## src/rtl/exhaustive_vector_sequencer.sv

```systemverilog
`default_nettype none
// ============================================================================
// Module   : exhaustive_vector_sequencer
// Brief    : Walks every N_IN-bit vector onto a circuit under test, samples its
//            1-bit response after a settle time, and streams records via FIFO.
// Revision : 1.0 - initial release
// ============================================================================
module exhaustive_vector_sequencer #(
    parameter int N_IN       = 5,
    parameter int SETTLE     = 1,
    parameter int FIFO_DEPTH = 4
) (
    input  logic            CK,
    input  logic            reset,
    input  logic            start,
    output logic [N_IN-1:0] dut_in,
    input  logic            dut_out,
    output logic            busy,
    output logic            done,
    output logic            rec_valid,
    input  logic            rec_ready,
    output logic [N_IN-1:0] rec_vec,
    output logic            rec_resp,
    output logic            rec_last,
    output logic [N_IN:0]   ones_count
);

    localparam int c_CNT_W = (SETTLE > 1) ? $clog2(SETTLE) : 1;
    localparam int c_PTR_W = $clog2(FIFO_DEPTH);
    localparam int c_REC_W = N_IN + 2;

    localparam logic [c_CNT_W-1:0] c_SETTLE_LOAD = c_CNT_W'(SETTLE - 1);
    localparam logic [N_IN-1:0]    c_LAST_VEC    = '1;
    localparam logic [c_PTR_W:0]   c_FULL_COUNT  = (c_PTR_W + 1)'(FIFO_DEPTH);

    typedef enum logic [2:0] {
        ST_IDLE    = 3'd0,
        ST_SETTLE  = 3'd1,
        ST_CAPTURE = 3'd2,
        ST_DRAIN   = 3'd3,
        ST_DONE    = 3'd4
    } state_t;

    state_t               r_state;
    state_t               w_next_state;
    logic                 w_load;
    logic                 w_dec;
    logic                 w_push;
    logic                 w_pop;
    logic                 w_full;
    logic                 w_empty;
    logic                 w_last;
    logic                 r_busy;
    logic                 r_done;
    logic [N_IN-1:0]      r_vec;
    logic [c_CNT_W-1:0]   r_cnt;
    logic [N_IN:0]        r_ones;
    logic [c_REC_W-1:0]   r_mem [FIFO_DEPTH];
    logic [c_PTR_W-1:0]   r_wr_ptr;
    logic [c_PTR_W-1:0]   r_rd_ptr;
    logic [c_PTR_W:0]     r_count;
    logic [c_REC_W-1:0]   w_head;

    assign w_full  = (r_count == c_FULL_COUNT);
    assign w_empty = (r_count == '0);
    assign w_last  = (r_vec == c_LAST_VEC);
    assign w_pop   = !w_empty && rec_ready;

    always_ff @(posedge CK or negedge reset) begin
        if (!reset) begin
            r_state <= ST_IDLE;
            r_busy  <= 1'b0;
            r_done  <= 1'b0;
        end else begin
            r_state <= w_next_state;
            r_busy  <= (w_next_state != ST_IDLE);
            r_done  <= (w_next_state == ST_DONE);
        end
    end

    always_comb begin
        w_next_state = r_state;
        w_load       = 1'b0;
        w_dec        = 1'b0;
        w_push       = 1'b0;
        case (r_state)
            ST_IDLE: begin
                if (start) begin
                    w_load       = 1'b1;
                    w_next_state = ST_SETTLE;
                end
            end
            ST_SETTLE: begin
                if (r_cnt == '0) begin
                    w_next_state = ST_CAPTURE;
                end else begin
                    w_dec = 1'b1;
                end
            end
            ST_CAPTURE: begin
                // A pop in the same cycle does not make room on a full FIFO.
                if (!w_full) begin
                    w_push       = 1'b1;
                    w_next_state = w_last ? ST_DRAIN : ST_SETTLE;
                end
            end
            ST_DRAIN: begin
                if (w_empty) begin
                    w_next_state = ST_DONE;
                end
            end
            ST_DONE: begin
                w_next_state = ST_IDLE;
            end
            default: begin
                w_next_state = ST_IDLE;
            end
        endcase
    end

    always_ff @(posedge CK or negedge reset) begin
        if (!reset) begin
            r_vec  <= '0;
            r_cnt  <= '0;
            r_ones <= '0;
        end else if (w_load) begin
            r_vec  <= '0;
            r_cnt  <= c_SETTLE_LOAD;
            r_ones <= '0;
        end else if (w_dec) begin
            r_cnt <= r_cnt - 1'b1;
        end else if (w_push) begin
            r_ones <= r_ones + {{N_IN{1'b0}}, dut_out};
            if (!w_last) begin
                r_vec <= r_vec + 1'b1;
                r_cnt <= c_SETTLE_LOAD;
            end
        end
    end

    // Storage needs no reset: the cleared count marks every entry invalid.
    always_ff @(posedge CK) begin
        if (w_push) begin
            r_mem[r_wr_ptr] <= {r_vec, dut_out, w_last};
        end
    end

    always_ff @(posedge CK or negedge reset) begin
        if (!reset) begin
            r_wr_ptr <= '0;
            r_rd_ptr <= '0;
            r_count  <= '0;
        end else begin
            if (w_push) begin
                r_wr_ptr <= r_wr_ptr + 1'b1;
            end
            if (w_pop) begin
                r_rd_ptr <= r_rd_ptr + 1'b1;
            end
            case ({w_push, w_pop})
                2'b10:   r_count <= r_count + 1'b1;
                2'b01:   r_count <= r_count - 1'b1;
                default: r_count <= r_count;
            endcase
        end
    end

    assign w_head     = r_mem[r_rd_ptr];
    assign rec_valid  = !w_empty;
    assign rec_vec    = rec_valid ? w_head[c_REC_W-1:2] : '0;
    assign rec_resp   = rec_valid ? w_head[1] : 1'b0;
    assign rec_last   = rec_valid ? w_head[0] : 1'b0;
    assign dut_in     = r_vec;
    assign ones_count = r_ones;
    assign busy       = r_busy;
    assign done       = r_done;

endmodule
`default_nettype wire

```

## config.mk

```make
export PLATFORM = sky130hd
export DESIGN_NAME = exhaustive_vector_sequencer
export DESIGN_NICKNAME = d
export VERILOG_FILES = /design/src/rtl/exhaustive_vector_sequencer.sv
export SDC_FILE = /design/constraint.sdc
export NUM_CORES = 1
export LEC_CHECK = 0
export CORE_MARGIN = 10
export CORE_UTILIZATION = 25
export CTS_BUF_LIST = sky130_fd_sc_hd__clkbuf_8
export DETAILED_ROUTE_END_ITERATION = 8
export PLACE_DENSITY_LB_ADDON = 0.2
export SLEW_MARGIN = 10
export SYNTH_ARGS = -nofsm -noshare
export SYNTH_HDL_FRONTEND = slang
export SYNTH_SLANG_ARGS = --single-unit
export TNS_END_PERCENT = 1
```

## constraint.sdc

```tcl
create_clock -name CK -period 3.8 [get_ports CK]
set_input_delay 0.38 -clock CK [delete_from_list [all_inputs] [get_ports CK]]
set_output_delay 0.38 -clock CK [all_outputs]
set_load 0.05 [all_outputs]
```

Yosys cells after proc, flatten, opt, wreduce, memory -nomap -nowiden. Memories as Yosys holds them, arrays and structs flattened. Cells that the tools add are included.

Register bits after elaboration: 24. Memory bits (writable): 28. Input port bits: 5. Output and inout bits: 21. Word-level logic and storage cells: 68. Memories kept: 1.

Memories: r_mem (depth 4, width 7, rd ports 1, clocked after Yosys merged registers in 0, write ports 1, line 58) `logic [c_REC_W-1:0] r_mem [FIFO_DEPTH];`.

$add $sub $neg: 7. Equal/unequal tests: 11. Multiplexer cells: 29. Reductions and logical operators: 11.

Operators by type and width (number): $mux 5 (5); $mux 6 (3); $mux 1 (14); $mux 3 (4); $pmux 3 s4 (1); $add 6x1->6 (1); $eq 3x2->1 const B (2); $eq 3x3->1 const B (2); $logic_not 3->1 (2); $pmux 3 s2 (1); $reduce_bool 3->1 (2); $add 5x1->5 const B (1); $eq 5x5->1 const B (1); $add 2x1->2 const B (2); $ne 2x2->1 const B (2); $reduce_and 2->1 (2); $reduce_bool 2->1 (2); $add 3x1->3 const B (1); $eq 3x1->1 const B (1); $ne 3x3->1 const B (1); $reduce_and 3->1 (1); $sub 3x1->3 const B (1); $eq 2x1->1 const B (1); $eq 2x2->1 const B (1); other kinds (4) (4).

Logic depth before layout (Yosys ltp).
Depth in word-level cells: 6. Gate-level depth with buffers: 11. Mapped depth without buffers: 9.

Worst setup path after synthesis. Ideal clock, no wire load.

Kind: register to register. From: reg r_vec[0], in the netlist dut_in[0]. To: reg r_vec[3], in the netlist dut_in[3]. Library setup time: 0.077 ns. Data arrival time: 2.369 ns. Required time: 3.723 ns. Setup slack: 1.354 ns. Stages on the path, launching flop included: 7. Path buffers: 0. Clock period less this slack: 2.446 ns. Cell sequence: dfrtp_1 -> ha_1 -> and3_1 -> ha_1 -> or4b_4 -> or4_1 -> a21oi_1.

Elaborated cells between the ends (all ways): 8. Classes of those cells: add/sub: 1; eq/ne: 2; mux: 4; reduce/logical: 1.

RTL lines: start, declared (line 55) `logic [N_IN-1:0] r_vec;`; start signal, assigned (line 135) `r_vec <= r_vec + 1'b1;`; $eq 5x5->1 (line 66) `assign w_last = (r_vec == c_LAST_VEC);`; via w_last (line 52) `logic w_last;`; $ne 2x2->1 (no line); $reduce_and 3->1 (no line).

The timed path passes the listed nets, and every way through them passes these cells. The select of a mux whose other input is x is not followed. A chain may end at the register's enable or synchronous reset.

Final worst setup path.
From: reg r_rd_ptr[0]. To: out rec_vec[0].

Cells in the longest elaborated chain, start to end: 2.

Ends and longest elaborated chain: start, declared (line 60) `logic [c_PTR_W-1:0] r_rd_ptr;`; start signal, assigned (line 158) `r_rd_ptr <= r_rd_ptr + 1'b1;`; $mem_v2 4x7; $mux 5 (line 170) `assign rec_vec = rec_valid ? w_head[c_REC_W-1:2] : '0;`; end, declared (line 22) `output logic [N_IN-1:0] rec_vec,`.

No other way between the ends.

==> metrics.cfg <==
[power]
p_per_area_mw_per_mm2=795
p_leak_nw=1.09
vdd_drop_max_v=0.000216

[status]
outcome=finished clean

[floorplan]
ios=26
core_region_area_sq_mm=0.00928
dieArea_sq_mm=0.0139
fp.dieW_microns=118
placement_rows=35
fp.dieH_microns=118
initial_utilization=0.259

[timing]
setup_viol=0
fin_crit_ns=2.77
fin_crit_sh=0.728
slew_headroom=0.283
hold_viol=0
finalClockSkew_ns=0.00695
worst_pin_slew_ns=1.06
rsz0062_at_grt=false
slew_violations=0
fmax_ghz=0.361
fin_setup_tns_ns=0

[synth]
syn_area_sq_mm=0.00240
ys_seq_area_frac=0.600
postSynth.asyncResetShare=0.462
ys_seq_elements=52
ys_warn_count=0
synth_area_leaders=edfxtp_1 (35%), dfrtp_1 (25%), mux4_2 (6.6%)
synth_xor_area_frac=0.0219
synthMuxAreaShare=0.0953
synth-compound-area-share=0.0557
synth-simple-area-share=0.123
synth_top_flop_cell=edfxtp_1
syn_nets=188
synth_top_area_frac=0.350
synth_edf_count=28
syn_inst=173
postSynthAreaPerCell_sq_um=13.9
synthAdderAreaFrac=0.0552
synth.distinct_cells=41
synth_top_area_cell=edfxtp_1
synth_top_family_by_area=simple AND/OR/NAND/NOR gates

[grt]
grt_pass1_vias=1487
grt_remaining_overflow=0
grt_max_degree=25
grt_pass1_wl_mm=8.17
grt_use_total=0.0713
antenna_found_initial=0

[place]
io_buffers=25
dp_hpwl_mm=3.53
place_area_sq_mm=0.00276
gp_congestion=0.710

[critical_path]
cp_num_buf_inv=1
timing.critical_path.depth=3
crit_slowest_cell=clkdlybuf4s50_1
crit_fanout=9
crit_path_cell_trace=mux4_2 -> and2_1 -> clkdlybuf4s50_1
worstSetupStartpointType=flip-flop
cpPeakStageDelay_ns=0.70
required_ns=3.42
end_kind=primary output
crit_family=buffers and inverters
crit_type=reg2out
critical_path_arrival_ns=2.39
worstRegToRegCells=6

[routing]
wl_per_cell_microns=14.6
drc=0
route.met2.wl_mm=2.15
wl_mm=4.78
route.met3.wl_microns=237
m1WireLength_mm=2.35
vias_per_cell=4.35
drt_iter0_drc=142
ant_nets=0
dr.max_layer_used=met4
dr.pass1.iters=4
vias=1428

[cts]
clockBufferDepth=2
cts_buffers=5
cts_tree=done
cts.hold.buffers_added=0
cts_resized=0
postCtsSetupBuffers=0
clk_latency_ns=0.31
cts_root_buf=clkbuf_8
clock_sinks=52
htree_levels=2
path_clk_slew_ns=0.10

[layout]
area.growth.synth_to_final_pct=19.4
layout-drive-gt1-share=0.121
multi_input_area_sq_um=845
fill_cells=976
design_area_sq_mm=0.00287
finalNetCount=213
mostFrequentLayoutCells=edfxtp_1 (28), clkdlybuf4s50_1 (25), dfrtp_1 (24), inv_1 (11), ha_1 (9)
mostFrequentLayoutCell=edfxtp_1
regArea_sq_mm=0.00144
antenna_cells=0

[job]
drv_cap=0

[min_path]
hold_path.class=in2async

-- path summary, 6_finish.rpt --
path	start	end	slack, ns
worst max register to register	dut_in[0]	dut_in[3]	1.41
worst max-delay path	r_rd_ptr[0]	rec_vec[0]	1.03
min in group CK	r_count[2]	r_count[2]	0.51
worst min-delay path	reset	r_count[1]	0.43
worst min register to register	r_count[2]	r_count[2]	0.51
max in group asynchronous	reset	dut_in[4]	3.11
-- worst register-to-register path, stage by stage (launching register included) --
cell and delay [ns]:
dfrtp_1 0.48, ha_1 0.25, and3_1 0.15, ha_1 0.26, or4b_4 0.55, or4_1 0.48
a21oi_1 0.15
-- cells by family after synthesis --
group | after synthesis
flops | 52
fa+ha+maj | 10
simple gates | 49
xor+xnor | 6
compound gates | 22
buf+inv | 20
mux | 14
-- registers in the layout, summed over array words and instances, names as in the netlist --
| name | flops |
|---|---|
| busy | 1 |
| done | 1 |
| dut_in | 5 |
| ones_count | 6 |
| r_cnt | 1 |
| r_count | 3 |
| r_mem | 28 |
| r_rd_ptr | 2 |
| r_state | 3 |
| r_wr_ptr | 2 |
-- cells in the mapped netlist, types with 2 or more instances --
library cell / n
mux2i_1: 6
ha_1: 9
o211ai_1: 2
dfrtp_1: 24
nor3b_1: 2
inv_1: 10
mux4_2: 7
o31ai_1: 2
nand2_1: 5
xnor2_1: 3
nor2_1: 3
xor2_1: 3
nor4b_1: 2
o21ai_0: 8
a21oi_1: 6
and3_1: 5
edfxtp_1: 28
nand3_1: 7
and2_1: 8
nor3_1: 6
clkbuf_1: 4
clkbuf_8: 4
-- power by group --
group          total [mW]  leakage, nW  switching [mW]  internal (mW)
Combinational        1.01        0.456           0.600          0.411
Sequential          0.882        0.569           0.151          0.732
Clock               0.387       0.0599           0.190          0.197
-- through the flow --
step	setup WS, ns	utilization	power [mW]	hold WS [ns]	cells
CTS	0.973	0.309	2.32	0.441	328
floorplan	1.35	-	1.65	0.0844	173
detailed placement	1.33	0.297	1.93	0.498	320
finish	1.03	0.309	2.28	0.434	328
global route	0.871	0.309	2.44	0.457	328
global placement	1.37	0.297	1.91	0.494	320
-- routing by layer --
| metal | vias up | global-route usage |
|---|---|---|
| met5 | - | 0 |
| met4 | 0 | 0.0232 |
| met3 | 4 | 0.0254 |
| met2 | 25 | 0.105 |
| met1 | 714 | 0.0948 |
| li1 | 685 | - |
-- final cells by class --
class | instances | share of cell area
clock buffers | 5 | 0.0240
well taps | 129 | 0.0563
flip-flops and latches | 52 | 0.502
inverters | 10 | 0.0131
clock inverters | 3 | 0.0148
repair buffers | 28 | 0.0951
multi-input cells | 101 | 0.294
No activity file was read; power rests on OpenSTA's default activity.
